==> src/rtl/pool_pkg.sv <==
// pool_pkg: shared state encoding and width helper for the pooling stage.
package pool_pkg;
  typedef enum logic [1:0] {IDLE = 2'd0, FILL = 2'd1, RUN = 2'd2} state_e;
  function automatic int clog2(input int v);
    int r = 0;
    while ((1 << r) < v) r++;
    return r;
  endfunction
endpackage

==> src/rtl/slb_axis_cnt.sv <==
// slb_axis_cnt: one raster axis - index with wrap, stride phase, window alignment and pooled index.
module slb_axis_cnt
  import pool_pkg::*;
#(
  parameter int LEN = 26,
  parameter int POOL_K = 2,
  parameter int STRIDE = 2,
  parameter int W = 5
) (
  input  logic         clk,
  input  logic         rst_n,
  input  logic         clr,
  input  logic         step,
  output logic [W-1:0] idx,
  output logic [W-1:0] oidx,
  output logic         wrap,
  output logic         aligned
);
  localparam int PW = clog2(STRIDE + 1);
  logic [W-1:0] idx_q, idx_d, o_q, o_d;
  logic [PW-1:0] ph_q, ph_d;
  logic past_k;
  always_comb begin
    past_k = idx_q >= W'(POOL_K - 1);
    wrap = step && idx_q == W'(LEN - 1);
    aligned = past_k && ph_q == '0;
    idx_d = (clr || wrap) ? '0 : step ? idx_q + 1'b1 : idx_q;
    ph_d = (clr || (step && (wrap || !past_k))) ? '0 :
           !step ? ph_q : ph_q == PW'(STRIDE - 1) ? '0 : ph_q + 1'b1;
    // pooled index counts aligned positions already passed on this line/frame
    o_d = (clr || wrap) ? '0 : (step && aligned) ? o_q + 1'b1 : o_q;
  end
  always_ff @(posedge clk or negedge rst_n) begin
    if (!rst_n) begin
      idx_q <= '0;
      ph_q <= '0;
      o_q <= '0;
    end else begin
      idx_q <= idx_d;
      ph_q <= ph_d;
      o_q <= o_d;
    end
  end
  assign idx = idx_q;
  assign oidx = o_q;
endmodule

==> src/rtl/slb_window_ctrl.sv <==
// slb_window_ctrl: raster tracking and KxK/stride window sequencing for the pooling line buffer.
module slb_window_ctrl
  import pool_pkg::*;
#(
  parameter int IMG_W = 26,
  parameter int IMG_H = 26,
  parameter int POOL_K = 2,
  parameter int STRIDE = 2,
  localparam int CNT_W = clog2((IMG_W > IMG_H ? IMG_W : IMG_H) + 1)
) (
  input  logic             clk,
  input  logic             rst_n,
  input  logic             start,
  input  logic             clear,
  input  logic             pix_valid,
  output logic             busy,
  output logic             line_ready,
  output logic             win_valid,
  output logic [CNT_W-1:0] out_col,
  output logic [CNT_W-1:0] out_row,
  output logic             frame_done
);
  state_e st_q, st_d;
  logic acc, cnt_clr, col_wrap, row_wrap, col_al, row_al, fill_end;
  logic win_d, win_q, fd_d, fd_q;
  logic [CNT_W-1:0] col, row, col_o, row_o, oc_d, oc_q, or_d, or_q;
  assign acc = pix_valid && !clear && st_q != IDLE;
  assign cnt_clr = clear || st_q == IDLE;
  slb_axis_cnt #(.LEN(IMG_W), .POOL_K(POOL_K), .STRIDE(STRIDE), .W(CNT_W)) u_col (
    .clk(clk), .rst_n(rst_n), .clr(cnt_clr), .step(acc),
    .idx(col), .oidx(col_o), .wrap(col_wrap), .aligned(col_al)
  );
  slb_axis_cnt #(.LEN(IMG_H), .POOL_K(POOL_K), .STRIDE(STRIDE), .W(CNT_W)) u_row (
    .clk(clk), .rst_n(rst_n), .clr(cnt_clr), .step(col_wrap),
    .idx(row), .oidx(row_o), .wrap(row_wrap), .aligned(row_al)
  );
  always_comb begin
    win_d = acc && col_al && row_al;
    fd_d = row_wrap;
    // a single-row window never needs a fill phase
    fill_end = POOL_K > 1 && col_wrap && row == CNT_W'(POOL_K > 1 ? POOL_K - 2 : 0);
    st_d = clear ? IDLE :
           (st_q == IDLE && start) ? (POOL_K > 1 ? FILL : RUN) :
           row_wrap ? IDLE :
           (st_q == FILL && fill_end) ? RUN : st_q;
    oc_d = clear ? '0 : win_d ? col_o : oc_q;
    or_d = clear ? '0 : win_d ? row_o : or_q;
  end
  always_ff @(posedge clk or negedge rst_n) begin
    if (!rst_n) begin
      st_q <= IDLE;
      win_q <= 1'b0;
      fd_q <= 1'b0;
      oc_q <= '0;
      or_q <= '0;
    end else begin
      st_q <= st_d;
      win_q <= win_d;
      fd_q <= fd_d;
      oc_q <= oc_d;
      or_q <= or_d;
    end
  end
  assign busy = st_q != IDLE;
  assign line_ready = st_q == RUN;
  assign win_valid = win_q;
  assign frame_done = fd_q;
  assign out_col = oc_q;
  assign out_row = or_q;
endmodule

==> config.mk <==
export PLATFORM = sky130hd
export DESIGN_NAME = slb_window_ctrl
export DESIGN_NICKNAME = d
export VERILOG_FILES = /design/src/rtl/pool_pkg.sv /design/src/rtl/slb_axis_cnt.sv /design/src/rtl/slb_window_ctrl.sv
export SDC_FILE = /design/constraint.sdc
export NUM_CORES = 1
export LEC_CHECK = 0
export CAP_MARGIN = 0
export CORE_AREA = 4 4 71 73
export CTS_CLUSTER_SIZE = 8
export DETAILED_ROUTE_END_ITERATION = 16
export DIE_AREA = 0 0 75 77
export PLACE_DENSITY = 0.66
export SYNTH_ARGS = -nofsm -noshare
export SYNTH_HDL_FRONTEND = slang
export SYNTH_SLANG_ARGS = --single-unit
==> constraint.sdc <==
create_clock -name clk -period 5.3 [get_ports clk]
set_clock_uncertainty 0.05 [all_clocks]
set_input_delay 1.06 -clock clk [delete_from_list [all_inputs] [get_ports clk]]
set_output_delay 1.06 -clock clk [all_outputs]
set_load 0.02 [all_outputs]
=== Word level (Yosys, flattened, before mapping) ===
Cells that the tools add are included.

* Register bits: 38
* Bits in latches: 0
* Memory bits (writable): 0
* ROM bits: 0
* Bits of input ports: 5
* Output and inout port bits: 14
* Logic and storage cells: 84
* Memories kept: 0

* Add/subtract/negate cells: 6
* $mul: 0
* Divide/modulo/power cells: 0
* $lt $le $gt $ge: 2
* Eq/ne operators: 6
* Shift operators: 0
* Multiplexer cells: 22
* Bitwise operators: 0
* Reductions and logical operators: 37

{| class="wikitable"
|+ Operators with widths
! kind !! count
|-
| 2-to-1 mux 5 bit || 12
|-
| adder 5 x 1 -> 5 bit, second input constant || 4
|-
| 2-to-1 mux 2 bit || 10
|-
| nonzero test 2 bit || 8
|-
| logical AND 1 bit || 14
|-
| == test 5 bit, second input constant || 2
|-
| greater-or-equal comparator 5 x 1 -> 1 bit, second input constant || 2
|-
| logical OR 1 bit || 7
|-
| == test 2 x 1 -> 1 bit, second input constant || 3
|-
| zero test 2 bit || 3
|-
| zero test 5 bit || 1
|-
| adder 2 x 1 -> 2 bit, second input constant || 2
|-
| nonzero test 4 bit || 1
|-
| zero test 1 bit || 3
|-
| == test 2 bit, second input constant || 1
|}

=== Logic depth before layout (Yosys ltp) ===
* Depth after elaboration: 10
* Gate-level depth with buffers: 7
* Mapped depth without buffers: 6

=== By module ===
From an unflattened synthesis, not the netlist that was laid out.

* Cells, all modules: 183
* Area total of the unflattened synthesis: 1,971.9 µm²

{| class="wikitable"
|+ Modules (own cells, without submodules)
! module !! instances !! cells an instance !! area each (µm²) !! sequential area each (µm²)
|-
| slb_axis_cnt || 2 || 65 || 638.1 || 300.3
|-
| slb_window_ctrl || 1 || 53 || 695.7 || 350.3
|}

=== Worst setup path before layout ===
OpenSTA, ideal clock, no wires.

* Path kind: input to register
* Start: in clear
* End: reg oc_q[1] (netlist: out_col[1])
* Library setup time: 125 ps
* Data arrival time: 2,456 ps
* Required time: 5,125 ps
* Setup slack: 2,669 ps
* Stages: 6
* Path buffers: 2
* Cell sequence: o21bai_1 -> or3_1 -> buf_2 -> or3_4 -> buf_6 -> mux2_4

* Word-level cells in the longest chain between the ends: 6
* Elaborated cells on any way between the ends: 7
* Classes of those cells: mux: 1; reduce/logical: 6

{| class="wikitable"
|+ Ends and longest elaborated chain
! item !! RTL line !! source
|-
| start, declared || slb_window_ctrl.sv:14 || <nowiki>input logic clear,</nowiki>
|-
| zero test 1 bit || slb_window_ctrl.sv:27 || <nowiki>assign acc = pix_valid && !clear && st_q != IDLE;</nowiki>
|-
| logical AND 1 bit (2 in a row) || slb_window_ctrl.sv:27 ||
|-
| logical AND 1 bit (2 in a row) || slb_window_ctrl.sv:38 || <nowiki>win_d = acc && col_al && row_al;</nowiki>
|-
| nonzero test 2 bit (no line) || -- ||
|-
| end signal, assigned || slb_window_ctrl.sv:54 || <nowiki>oc_q <= '0;</nowiki>
|-
| end signal, assigned || slb_window_ctrl.sv:60 || <nowiki>oc_q <= oc_d;</nowiki>
|-
| end, declared || slb_window_ctrl.sv:26 || <nowiki>logic [CNT_W-1:0] col, row, col_o, row_o, oc_d, oc_q, or_d, or_q;</nowiki>
|}

Several ways; a longest one is shown, not always the timed one.
A chain may end at the register's enable or synchronous reset.

=== Worst setup path in the final report ===
* Start: in clear
* End: reg or_q[0] (netlist: out_row[0])

* Word-level cells in the longest chain between the ends: 6
* Elaborated cells on any way between the ends: 7
* Classes of those cells: mux: 1; reduce/logical: 6

{| class="wikitable"
|+ Ends and longest elaborated chain
! item !! RTL line !! source
|-
| zero test 1 bit || slb_window_ctrl.sv:27 ||
|-
| logical AND 1 bit (2 in a row) || slb_window_ctrl.sv:27 ||
|-
| logical AND 1 bit (2 in a row) || slb_window_ctrl.sv:38 ||
|-
| nonzero test 2 bit (no line) || -- ||
|-
| end signal, assigned || slb_window_ctrl.sv:61 || <nowiki>or_q <= or_d;</nowiki>
|-
| end, declared || slb_window_ctrl.sv:26 ||
|}

Several ways; a longest one is shown, not always the timed one.

==> flow_summary.ini <==
[yosys]
avgSynthCellArea_um2 = 10.2
synth_compound_area_share_pct = 16.2
synth_area_mm2 = 0.00195
synth_fp_nets = 203
synthMuxAreaShare_pct = 7.50
async_reset_ff_share_pct = 100
synth_area_leaders = dfrtp_1 (49%), mux2_4 (6.9%), a21oi_1 (6.2%), ha_1 (4.5%), nor2b_1 (3.5%)
synthXorXnorAreaFrac_pct = 0.898
synthFlopType = dfrtp_1
ys_ff_latch = 38
yosys.area.top_type = dfrtp_1
yosys.area_share.simple_pct = 18.9
syn_inst = 191
ys_seq_area_share_pct = 48.7
yosys_warnings = 0
synth_top_family_by_area = simple AND/OR/NAND/NOR gates
synth_top_cell_area_share_pct = 48.7
synth_edf_count = 0
synth-adder-area-share_pct = 4.49
synth.distinct_cells = 35

[drt]
routed_wl_mm = 3.82
via_per_inst = 5.58
num_vias = 1480
wl_per_cell_um = 14.4
drt_iter0_drc = 105
dr.pass1.iters = 5
postRouteAntennaNets = 0
drc = 0

[timing]
min_period_over_period_pct = 61.6
setup_violations = 0
hold_slack_ns = 0.475
setup_tns_ns = 0
finalHoldViolCount = 0
fin_crit_ns = 3.27
rsz0062_at_grt = no
slew_violations = 0
fmax_mhz = 306
slew_headroom_pct = 37.7
tightestPinTransition_ns = 0.933

[setup_path]
crit_path_start_kind = primary input
cpPeakStageDelay_ns = 0.55
crit_slowest_cell = or3_1
crit_chain = clkdlybuf4s50_1, buf_4, o21bai_1, or3_1, or3_4, mux2_4
critPathRequiredTime_ns = 5.43
worstSetupPathType = primary input to flop
timing.critical_path.fanout_max = 14
critPathCaptureType = flop
rrSetupSlack_ns = 2.90
cp.arrival_ns = 3.39

[cts]
cts-root-buf = clkbuf_8
cts.sinks = 38
cts_resized = 0
clock_latency_ns = 0.29
tritoncts = yes
postCtsHoldBufs = 0
cts_setup_buffers = 0
cts_buffers = 5
cts.clk_slew.worst_paths_ns = 0.08
clockBufferDepth = 2
htree_levels = 2

[global_routing]
grt_use_total_pct = 14.4
grt_overflow = 0
grt_first_pass_wirelength_mm = 6.53
grt_max_degree = 39
grt_pass1_vias = 1408
grt_antenna_before_repair = 0

[final_layout]
instances_no_fill = 265
layout_commonest_cell = dfrtp_1
n_antenna_cell = 0
drive_gt1_share_pct = 10.8
final_cell_mix = dfrtp_1 (38), a21oi_1 (24), clkdlybuf4s50_1 (17)
synthToLayoutAreaGrowth_pct = 16.9
final_nets = 224

[power]
p_int_w = 0.000437
p_comb_share_pct = 4.9
p_seq_share_pct = 52.1
p_leak_nw = 0.983
p_switching_w = 0.000124
peakVddDrop_uv = 140
swShare_pct = 22.2
power-per-cell-area_mw_per_mm2 = 246
pwr-share-clk_pct = 43.0

[die]
ios = 19
die_x_um = 75
die_h_um = 77
start_util_pct = 44.8
dieArea_mm2 = 0.00578
coreArea_mm2 = 0.00435
num_rows = 24

[place]
hpwl_mm = 2.63
placed_cells = 257
gp_congestion = 0.817
numPortBuffers = 18

[worst_hold_path]
hold_path.class = flop to flop

[outcome]
outcome = completed

[job]
drv_cap = 0
==> cells by family (layout without fill, tap and decap cells) <==
family	Yosys count	in the layout
fa+ha+maj	7	7
compound gates	52	52
mux	10	10
flops	38	38
buf+inv	15	37
simple gates	67	67
xor+xnor	2	2
==> cell usage after synthesis, types with 3 or more instances <==
| library cell | n |
|---|---|
| o31ai_1 | 6 |
| or3_1 | 6 |
| a21oi_1 | 24 |
| inv_1 | 9 |
| nor2_1 | 12 |
| clkbuf_1 | 3 |
| ha_1 | 7 |
| nor3_1 | 9 |
| nand3_1 | 11 |
| nor2b_1 | 11 |
| or4_1 | 6 |
| dfrtp_1 | 38 |
| mux2_4 | 9 |
| nand2_1 | 7 |
| o21ai_0 | 8 |
==> sequential cells by signal, summed over array words and instances, names as in the netlist <==
signal	cells
u_col.oidx	5
out_col	5
out_row	5
st_q	2
u_col.idx	5
u_row.oidx	5
u_col.ph_q	2
frame_done	1
win_valid	1
u_row.idx	5
u_row.ph_q	2
==> power by group through the flow <==
stage	logic, W	registers (W)	clock network (W)
floorplan	0.0000135	0.000298	0
global placement	0.0000278	0.000298	0
detailed placement	0.0000279	0.000298	0
CTS	0.0000280	0.000292	0.000249
global route	0.0000311	0.000293	0.000259
finish	0.0000273	0.000293	0.000242
==> path summary, 6_finish.rpt <==
path	start	to	cells after the start
min	u_row.ph_q[1]	u_row.ph_q[1]	2
max in group asynchronous	rst_n	u_col.ph_q[0]	1
max	clear	out_row[0]	6
min in group asynchronous	rst_n	u_row.idx[3]	1
max reg2reg	st_q[0]	out_col[0]	4
min reg2reg	u_row.ph_q[1]	u_row.ph_q[1]	2
==> critical path: cells and delay by family <==
kind                   cells  cell delay, ns
AOI/OAI and AO/OA          1            0.39
buffers and inverters      2            0.57
muxes                      1            0.33
and+or+nand+nor            2            1.03
==> metal layers <==
layer  up-vias  global-route usage (%)  wire, µm
li1        739                       -         -
met2        31                    22.2      1760
met1       702                    19.6      1850
met5         -                       0         0
met3         8                    3.53       150
met4         0                    4.80        56
==> area by class of cell <==
type / instances / area (µm²)
inverter: 10 / 37.5
clock inverter: 3 / 40.0
tap: 52 / 65.1
multi-input combinational: 138 / 935
clock buffer: 5 / 68.8
timing repair buffer: 19 / 183
sequential: 38 / 951
fill: 405 / 2070
==> through the flow <==
step | worst slack, ns | cell area, µm² | utilization (%) | total power (W)
6_report | 2.03 | 2280 | 52.4 | 0.000562
5_1_grt | 1.94 | 2280 | 52.4 | 0.000583
4_1_cts | 2.04 | 2280 | 52.4 | 0.000569
3_5_place_dp | 1.73 | 2170 | 49.9 | 0.000326
3_3_place_gp | 1.77 | 2170 | 49.9 | 0.000326
2_1_floorplan | 2.67 | 1950 | - | 0.000311
No activity file was read; power rests on OpenSTA's default activity.
